## src/rtl/morse_pkg.sv

```systemverilog
// rtl/morse_pkg.sv - shared types and constants for the Morse transmitter
package morse_pkg;

  typedef enum logic [2:0] {
    IDLE,
    MARK,
    SYM_GAP,
    LETTER_GAP,
    WORD_GAP
  } morseState_t;

  // Phase lengths in Morse time units
  localparam logic [2:0] DOT_U        = 3'd1;
  localparam logic [2:0] DASH_U       = 3'd3;
  localparam logic [2:0] SYM_GAP_U    = 3'd1;
  localparam logic [2:0] LETTER_GAP_U = 3'd3;
  localparam logic [2:0] WORD_GAP_U   = 3'd7;

  localparam logic [7:0] ASCII_SPACE = 8'h20;
  localparam logic [7:0] ASCII_UA    = 8'h41;
  localparam logic [7:0] ASCII_UZ    = 8'h5A;
  localparam logic [7:0] ASCII_LA    = 8'h61;
  localparam logic [7:0] ASCII_LZ    = 8'h7A;

  // Lowercase letters fold onto uppercase; everything else passes through
  function automatic logic [7:0] toUpper(input logic [7:0] c);
    if (c >= ASCII_LA && c <= ASCII_LZ) return c - 8'h20;
    return c;
  endfunction

endpackage

```

## src/rtl/morse_lut.sv

```systemverilog
// rtl/morse_lut.sv - ASCII to Morse element pattern lookup
module morse_lut
  import morse_pkg::*;
(
  input  logic [7:0] ascii,
  output logic [2:0] len,
  output logic [3:0] pattern,
  output logic       is_space,
  output logic       is_valid
);

  logic [7:0] upper;

  assign upper    = toUpper(ascii);
  assign is_space = (ascii == ASCII_SPACE);
  assign is_valid = (upper >= ASCII_UA) && (upper <= ASCII_UZ);

  // Element i is pattern[len-1-i]; 1 = dash, first element is the MSB of the field
  always_comb begin
    len     = 3'd0;
    pattern = 4'b0000;
    case (upper)
      8'h41: {len, pattern} = {3'd2, 4'b0001}; // A .-
      8'h42: {len, pattern} = {3'd4, 4'b1000}; // B -...
      8'h43: {len, pattern} = {3'd4, 4'b1010}; // C -.-.
      8'h44: {len, pattern} = {3'd3, 4'b0100}; // D -..
      8'h45: {len, pattern} = {3'd1, 4'b0000}; // E .
      8'h46: {len, pattern} = {3'd4, 4'b0010}; // F ..-.
      8'h47: {len, pattern} = {3'd3, 4'b0110}; // G --.
      8'h48: {len, pattern} = {3'd4, 4'b0000}; // H ....
      8'h49: {len, pattern} = {3'd2, 4'b0000}; // I ..
      8'h4A: {len, pattern} = {3'd4, 4'b0111}; // J .---
      8'h4B: {len, pattern} = {3'd3, 4'b0101}; // K -.-
      8'h4C: {len, pattern} = {3'd4, 4'b0100}; // L .-..
      8'h4D: {len, pattern} = {3'd2, 4'b0011}; // M --
      8'h4E: {len, pattern} = {3'd2, 4'b0010}; // N -.
      8'h4F: {len, pattern} = {3'd3, 4'b0111}; // O ---
      8'h50: {len, pattern} = {3'd4, 4'b0110}; // P .--.
      8'h51: {len, pattern} = {3'd4, 4'b1101}; // Q --.-
      8'h52: {len, pattern} = {3'd3, 4'b0010}; // R .-.
      8'h53: {len, pattern} = {3'd3, 4'b0000}; // S ...
      8'h54: {len, pattern} = {3'd1, 4'b0001}; // T -
      8'h55: {len, pattern} = {3'd3, 4'b0001}; // U ..-
      8'h56: {len, pattern} = {3'd4, 4'b0001}; // V ...-
      8'h57: {len, pattern} = {3'd3, 4'b0011}; // W .--
      8'h58: {len, pattern} = {3'd4, 4'b1001}; // X -..-
      8'h59: {len, pattern} = {3'd4, 4'b1011}; // Y -.--
      8'h5A: {len, pattern} = {3'd4, 4'b1100}; // Z --..
      default: {len, pattern} = {3'd0, 4'b0000};
    endcase
  end

endmodule

```

## src/rtl/morse_encoder_tx.sv

```systemverilog
// rtl/morse_encoder_tx.sv - ASCII to timed Morse key transmitter
module morse_encoder_tx
  import morse_pkg::*;
#(
  parameter int UNIT_CYCLES = 12_500_000,
  parameter int CNT_W       = 32
) (
  input  logic       clk,
  input  logic       reset,
  input  logic [7:0] letter_in,
  input  logic       letter_valid,
  output logic       letter_ready,
  output logic       key_out,
  output logic       busy,
  output logic       bad_letter
);

  morseState_t      state, stateNext;
  logic [CNT_W-1:0] cycleCnt;
  logic [2:0]       unitCnt;
  logic [2:0]       elemIdx;
  logic [2:0]       lenReg;
  logic [3:0]       patReg;
  logic [2:0]       lutLen;
  logic [3:0]       lutPat;
  logic             lutSpace, lutValid;
  logic             accept;
  logic [1:0]       bitSel;
  logic             curIsDash;
  logic [2:0]       phaseUnits;
  logic             unitEnd, phaseDone, lastElem;

  morse_lut lut (
    .ascii    (letter_in),
    .len      (lutLen),
    .pattern  (lutPat),
    .is_space (lutSpace),
    .is_valid (lutValid)
  );

  assign letter_ready = (state == IDLE);
  assign accept       = letter_valid && letter_ready;

  // Current element: walk the latched pattern from its MSB down
  assign bitSel    = 2'(lenReg - 3'd1 - elemIdx);
  assign curIsDash = patReg[bitSel];
  assign lastElem  = (elemIdx == lenReg - 3'd1);
  assign unitEnd   = (cycleCnt == CNT_W'(UNIT_CYCLES - 1));
  assign phaseDone = unitEnd && (unitCnt == phaseUnits - 3'd1);

  // Length of the phase the FSM is currently in, in units
  always_comb begin
    phaseUnits = DOT_U;
    case (state)
      MARK:       phaseUnits = curIsDash ? DASH_U : DOT_U;
      SYM_GAP:    phaseUnits = SYM_GAP_U;
      LETTER_GAP: phaseUnits = LETTER_GAP_U;
      WORD_GAP:   phaseUnits = WORD_GAP_U;
      default:    phaseUnits = DOT_U;
    endcase
  end

  // Next-state logic; unsupported characters are consumed without leaving IDLE
  always_comb begin
    stateNext = state;
    case (state)
      IDLE: begin
        if (accept) begin
          if (lutValid)      stateNext = MARK;
          else if (lutSpace) stateNext = WORD_GAP;
        end
      end
      MARK:       if (phaseDone) stateNext = lastElem ? LETTER_GAP : SYM_GAP;
      SYM_GAP:    if (phaseDone) stateNext = MARK;
      LETTER_GAP: if (phaseDone) stateNext = IDLE;
      WORD_GAP:   if (phaseDone) stateNext = IDLE;
      default:    stateNext = IDLE;
    endcase
  end

  // State register
  always_ff @(posedge clk or posedge reset) begin
    if (reset) state <= IDLE;
    else       state <= stateNext;
  end

  // Unit timing, element index and latched LUT result
  always_ff @(posedge clk or posedge reset) begin
    if (reset) begin
      cycleCnt <= '0;
      unitCnt  <= 3'd0;
      elemIdx  <= 3'd0;
      lenReg   <= 3'd0;
      patReg   <= 4'b0000;
    end else begin
      if (stateNext != state) begin
        cycleCnt <= '0;
        unitCnt  <= 3'd0;
      end else if (state != IDLE) begin
        if (unitEnd) begin
          cycleCnt <= '0;
          unitCnt  <= unitCnt + 3'd1;
        end else begin
          cycleCnt <= cycleCnt + CNT_W'(1);
        end
      end
      if (accept) begin
        lenReg  <= lutLen;
        patReg  <= lutPat;
        elemIdx <= 3'd0;
      end else if (state == SYM_GAP && phaseDone) begin
        elemIdx <= elemIdx + 3'd1;
      end
    end
  end

  // Registered outputs follow the state being entered so key_out rises on the accept edge
  always_ff @(posedge clk or posedge reset) begin
    if (reset) begin
      key_out    <= 1'b0;
      busy       <= 1'b0;
      bad_letter <= 1'b0;
    end else begin
      key_out    <= (stateNext == MARK);
      busy       <= (stateNext != IDLE);
      bad_letter <= accept && !lutValid && !lutSpace;
    end
  end

endmodule

```

## config.mk

```make
export PLATFORM = sky130hd
export DESIGN_NAME = morse_encoder_tx
export DESIGN_NICKNAME = d
export VERILOG_FILES = /design/src/rtl/morse_pkg.sv /design/src/rtl/morse_lut.sv /design/src/rtl/morse_encoder_tx.sv
export SDC_FILE = /design/constraint.sdc
export NUM_CORES = 1
export LEC_CHECK = 0
export CAP_MARGIN = 15
export CORE_MARGIN = 3
export CORE_UTILIZATION = 30
export CTS_CLUSTER_DIAMETER = 40
export DETAILED_ROUTE_END_ITERATION = 10
export DONT_BUFFER_PORTS = 1
export PLACE_DENSITY = 0.42
export RECOVER_POWER = 50
export SKIP_LAST_GASP = 1
export SYNTH_ARGS = -nofsm -noshare
export SYNTH_HDL_FRONTEND = slang
export SYNTH_HIERARCHICAL = 1
export SYNTH_SLANG_ARGS = --single-unit
```

## constraint.sdc

```tcl
create_clock -name clk -period 2.6 [get_ports clk]
set_clock_uncertainty 0.1 [all_clocks]
set_input_delay 0.52 -clock clk [delete_from_list [all_inputs] [get_ports clk]]
set_output_delay 0.52 -clock clk [all_outputs]
set_load 0.05 [all_outputs]
```

==> metrics.csv, run 1 <==
metric;value;unit
final hold vios;0;
warnings from Yosys;6;
grt total ovfl;0;
Max-slew headroom;31.9;%
RSZ-0062 raised after global routing;true;
final core utilization;37.6;%
Simple-Gate Fraction of Synth Area;30.4;%
HP Class;in -> async;
Final Cycle Share;99.5;%
CTS tree;built;
sw power;0.000596;W
final-report setup violation count;0;
htree depth;2;
CP required;2.72;ns
post-synthesis cell count;417;
Internal;0.00158;W
Site Rows;39;
Die W;115;um
GRT Util Overall;14.4;%
Post-synth EDFFs;0;
ranking of synthesized cells by area;dfrtp_1, nand2_1, ha_1;
post-synthesis mux area share;3.20;%
CTS buffer count;5;
DRC;0;
predominant post-synthesis flop cell;dfrtp_1;
Post-Syn Nets;441;
Slew @ Worst Pin;1.02;ns
# clock sinks;51;
Clk Latency, worst-skew pair;0.30;ns
Synth top area share;35.9;%
kind of critical path;in -> reg;
Clock Path Buffers;2;
WP data arrival;2.71;ns
die span in y;115;um
area grow syn2layout;21.7;%
initial antenna violation count;0;
mapped cell area;3550;sq um
Max Freq;386;MHz
clock network fraction of design power;40.0;%
largest net degree at the start of global routing;28;
Sw Share;27.4;%
layout cells sized above 1;20.6;%
via count;3122;
Slew Viols, Final;0;
MaxCap Viol Count;0;
share of power burned in registers;43.7;%
dpl hpwl;6.58;mm
asr flop ratio synth;100;%
PD cells;502;nW/um^2
# port buffers;0;
num ports;15;
DP Area;4030;sq um
nets@finish;479;
post-synthesis adder-cell area fraction;4.58;%
main combinational cell family by area after synthesis;simple AND/OR/NAND/NOR gates;
Via-to-Cell Ratio;5.21;
Routed WL;9.02;mm
peak supply drop;0.000226;V
xor and xnor fraction of the mapped netlist area;5.53;%
1st-pass router iterations;4;
Synth Area in Compound Gates;15.8;%
n_diodes;0;
vias in the first global route;3060;
Combinational Power Share;16.3;%
status;finished, final reports clean;
CORE AREA;11500;sq um
CP endpoint kind;register;
Starting Density;30.9;%
Iteration-0 DRC Markers;175;
routability-driven placement congestion ratio;0.871;
antenna-violating nets left;0;
Seq cells post-synth;51;
sequential fraction of the synthesis area;35.9;%
final instance area;4330;sq um
CP max FO;18;
Synth Area per Inst;8.52;sq um
cell taking the most area after synthesis;dfrtp_1;
Routed WL per cell;15.1;um
first-pass GRT wire length;15.6;mm
Yosys cell types;63;
leakage dissipation;1.79;nW
fill cell count;1201;
Worst setup SP type;input pin;
CTS root buffer;clkbuf_16;
crit path time final;2.59;ns
Clock Pin Slew Worst Setup and Hold Paths;0.07;ns
total die area;13200;sq um
## layout by cell type (no fill, tap or decap), types with 3 or more instances in the layout
cell,count
nand2_1,55
dfrtp_1,51
buf_4,47
nor2_1,35
o21ai_0,30
nand3_1,22
a21oi_1,20
nor3_1,16
xor2_1,15
inv_1,11
ha_1,11
nand4_1,10
o31ai_1,9
mux2i_1,7
and3_1,5
and4_1,5
nor2b_1,5
o211ai_1,5
clkbuf_16,5
and2_1,4
nor4_1,4
nand3b_1,4
a21oi_2,4
nand2b_1,4
a31oi_1,4
or3_1,3
nor4b_4,3
xnor2_1,3
o21ai_1,3
## layer usage
metal / wire [um] / share of wire, % / GRT usage, %
met1: 4690 / 52 / 21.3
met4: 89 / 0.99 / 3.21
met5: 0 / 0 / 0
met2: 4020 / 45 / 22.0
met3: 222 / 2.5 / 2.58
## sequential cells by signal, summed over array words and instances, names as in the netlist
name        count
busy            1
patReg          4
lenReg          3
bad_letter      1
cycleCnt       32
state           3
elemIdx         3
unitCnt         3
key_out         1
## Yosys cell counts (2+ instances only)
library cell	instances
nand2_1	56
dfrtp_1	51
nor2_1	36
o21ai_0	32
a21oi_1	23
nand3_1	23
nor3_1	18
xor2_1	15
ha_1	13
inv_1	13
clkbuf_1	10
nand4_1	10
o31ai_1	9
mux2i_1	8
a31oi_1	5
and3_1	5
and4_1	5
nor2b_1	5
nor4_1	5
o211ai_1	5
or3_1	5
and2_1	4
buf_2	4
nand2b_1	4
nand3b_1	4
buf_6	3
xnor2_1	3
buf_4	2
nor3b_1	2
nor4b_4	2
o21a_1	2
o21ai_1	2
o22ai_1	2
or2_2	2
## cell families after synthesis
logic type | Yosys count
mux | 10
fa+ha+maj | 13
buf+inv | 34
compound gates | 91
flops | 51
simple gates | 198
xor+xnor | 20
## layout make-up
| cell class | count | area [sq um] | area share [%] |
|---|---|---|---|
| multi-input cells | 332 | 2220 | 51.3 |
| clock inverters | 3 | 67.6 | 1.56 |
| well taps | 143 | 179 | 4.14 |
| inverters | 15 | 58.8 | 1.36 |
| flip-flops and latches | 51 | 1280 | 29.5 |
| repair buffers | 50 | 398 | 9.20 |
| clock buffers | 5 | 125 | 2.89 |
## worst max-delay path, stage by stage
cell	delay [ns]
inv_4	0.02
ha_4	0.15
nor4b_4	0.29
and2_4	0.21
o311ai_4	0.11
nor4b_4	0.32
o21a_1	0.22
nor2_4	0.08
nor3b_4	0.20
nand2_2	0.12
or3_1	0.34
a21oi_2	0.12
## what timing repair did
| item | CTS | global route |
|---|---|---|
| pin swaps | 7 | 8 |
| endpoints found under the setup margin | 7 | 37 |
| setup buffers | 5 | 1 |
| hold buffers | 0 | 0 |
| gates resized for setup | 2 | 16 |
## worst paths after layout
path | from | endpoint | slack, ns | cells past startpoint
worst min-delay path | reset | cycleCnt[31]$_DFFE_PP0P_ | 0.26 | 1
min in group clk | cycleCnt[21]$_DFFE_PP0P_ | cycleCnt[21]$_DFFE_PP0P_ | 0.37 | 1
worst max-delay path | letter_in[1] | cycleCnt[24]$_DFFE_PP0P_ | 0.01 | 12
max in group asynchronous | reset | cycleCnt[7]$_DFFE_PP0P_ | 0.90 | 2
worst max register to register | elemIdx[0]$_DFFE_PP0P_ | state[1]$_DFF_PP0_ | 0.19 | 9
worst min register to register | cycleCnt[21]$_DFFE_PP0P_ | cycleCnt[21]$_DFFE_PP0P_ | 0.37 | 1
## power by group through the flow
stage | Clock, W | Combinational, W | Sequential (W)
6_report | 0.000868 | 0.000355 | 0.000949
5_1_grt | 0.000925 | 0.000408 | 0.000964
4_1_cts | 0.000900 | 0.000350 | 0.000949
3_5_place_dp | 0 | 0.000347 | 0.000963
3_3_place_gp | 0 | 0.000343 | 0.000963
2_1_floorplan | 0 | 0.000263 | 0.000946
## stage by stage
stage	worst slack (ns)	std cells	total power (W)	TNS, ns	hold WS, ns
after floorplan	-0.435	417	0.00121	-8.21	0.337
after global placement	-0.236	585	0.00131	-5.34	0.365
after detailed placement	-0.329	585	0.00131	-7.44	0.368
after CTS	0.0102	598	0.00220	0	0.0992
after global routing	-0.0958	599	0.00230	-0.386	0.367
final	0.0126	599	0.00217	0	0.259
Note: power is estimated with default switching activity, not from simulation.
==> inputs of run 2 (changes only) <==
Settings changed: CORE_UTILIZATION 30 to 35, PLACE_DENSITY 0.42 to 0.61.
==> metrics.csv, run 2 (synthesized netlist as in run 1, its figures left out) <==
metric;value;unit
status;finished, final reports clean;
# port buffers;0;
CP required;2.73;ns
layout cells sized above 1;19.3;%
CTS tree;built;
MaxCap Viol Count;0;
DRC;0;
Slew @ Worst Pin;1.28;ns
most common cell after layout, fill and taps aside;nand2_1;
Power Total;0.00176;W
die span in y;107;um
CORE AREA;9820;sq um
nets@finish;473;
htree depth;2;
Starting Density;36.2;%
Via-to-Cell Ratio;5.36;
n_diodes;0;
crit path time final;2.60;ns
CTS buffer count;5;
Largest Register;cycleCnt;
slowest CP cell;nor4b_4;
Routed WL;8.62;mm
met2 Use GR;23.9;%
number of flip-flops in the largest register;32;
via count;3122;
Setup TNS;0;ns
CP endpoint kind;register;
DP Area;3930;sq um
pre-CTS setup slack;-0.410;ns
CP max stage delay;0.31;ns
number of buffers and inverters on the critical path;1;
Clock Pin Slew Worst Setup and Hold Paths;0.09;ns
busiest grt layer;met2;
dpl hpwl;6.07;mm
most frequent cells in the layout;nand2_1, dfrtp_1, buf_4, nor2_1, o21ai_0;
GRT Util Overall;15.5;%
kind of critical path;in -> reg;
Site Rows;36;
vias in the first global route;2986;
CTS root buffer;clkbuf_8;
leakage dissipation;1.70;nW
HP Class;in -> reg;
RSZ-0062 raised after global routing;true;
grt total ovfl;0;
final instance area;4170;sq um
Final Cycle Share;100;%
initial antenna violation count;0;
FF-to-FF setup slack;0.13;ns
setup slack after layout;0.000486;ns
Max Freq;385;MHz
area grow syn2layout;17.3;%
antenna-violating nets left;0;
WP data arrival;2.73;ns
most used cell, CP;nor4b_4;
CP max FO;18;
peak supply drop;0.000221;V
Worst setup SP type;input pin;
1st-pass router iterations;4;
CP delay by family, top;simple AND/OR/NAND/NOR gates;
Iteration-0 DRC Markers;141;
first-pass GRT wire length;14.6;mm
Max-slew headroom;14.4;%
# clock sinks;51;
largest net degree at the start of global routing;52;
global routing usage on met3;1.93;%
Routed WL per cell;14.8;um
top flop regs;cycleCnt (32), patReg (4);
total die area;11400;sq um
routability-driven placement congestion ratio;0.887;
CP cell instances;inv_12 > ha_4 > nor4b_4 > and2_4 > o311ai_4 > nor4b_4 > o21a_2 > nor2_4 > nor3b_4 > nand2_2 > or3_1 > a21oi_1;
num ports;15;
final-report setup violation count;0;
Clk Latency, worst-skew pair;0.31;ns
PD cells;423;nW/um^2
Die W;107;um
final hold vios;0;
GRT met1 Usage;22.7;%
Clock Path Buffers;2;
Slew Viols, Final;0;
==> run 2: changes by cell type in the layout (fill, tap and decap cells not counted), moves of 3 or more <==
cell / change
buf_4: -8
clkbuf_16: -5
clkbuf_8: +5
clkinv_2: +3
==> run 2: routing by layer <==
metal / wire length [um] / up-vias / part of all wire (%)
li1: - / 1565 / -
met2: 4020 / 56 / 47
met3: 218 / 10 / 2.5
met1: 4270 / 1491 / 49
met4: 114 / 0 / 1.3
met5: 0 / - / 0
==> run 2: cell type report <==
type / count / area [sq um]
clock buffer: 5 / 68.8
timing repair buffer: 43 / 328
sequential: 51 / 1280
inverter: 15 / 68.8
fill: 1006 / 5650
tap: 133 / 166
clock inverter: 3 / 15.0
multi-input combinational: 333 / 2250
==> run 2: worst reg2reg max path, cell delays in order (launching register included) <==
cell and delay, ns:
dfrtp_1 0.43, ha_1 0.23, xnor3_1 0.36, mux2i_2 0.23, a21oi_2 0.10, xnor2_2 0.17
buf_4 0.17, nand4_1 0.10, a22oi_1 0.20, buf_4 0.16, o21ai_0 0.09
==> run 2: where the power goes <==
part | switching [W] | internal, W
clock | 0.000272 | 0.000185
sequential | 0.0000994 | 0.000860
combinational | 0.000188 | 0.000158
==> run 2: path summary, 6_finish.rpt <==
kind | startpoint | end | cells after the start
setup / recovery | letter_in[1] | cycleCnt[24]$_DFFE_PP0P_ | 12
hold / removal | letter_in[1] | patReg[3]$_DFFE_PP0P_ | 4
setup reg to reg | elemIdx[0]$_DFFE_PP0P_ | unitCnt[2]$_DFFE_PP0P_ | 10
hold reg to reg | patReg[2]$_DFFE_PP0P_ | patReg[2]$_DFFE_PP0P_ | 2
max in group asynchronous | reset | cycleCnt[8]$_DFFE_PP0P_ | 2
min in group asynchronous | reset | cycleCnt[31]$_DFFE_PP0P_ | 2
==> run 2: repair_timing <==
action                     CTS  global route
gates resized for setup      4            27
pin swaps                    7            12
setup buffers                1             3
setup endpoints to repair   11            41
hold buffers                 0             0
cloned                       0             3
==> run 2: stage by stage <==
step / utilization (%) / instances / hold WS, ns
3_3_place_gp: 40.0 / 568 / 0.360
6_report: 42.5 / 583 / 0.356
2_1_floorplan: - / 417 / 0.337
3_5_place_dp: 40.0 / 568 / 0.365
4_1_cts: 41.1 / 577 / 0.194
5_1_grt: 42.5 / 583 / 0.391
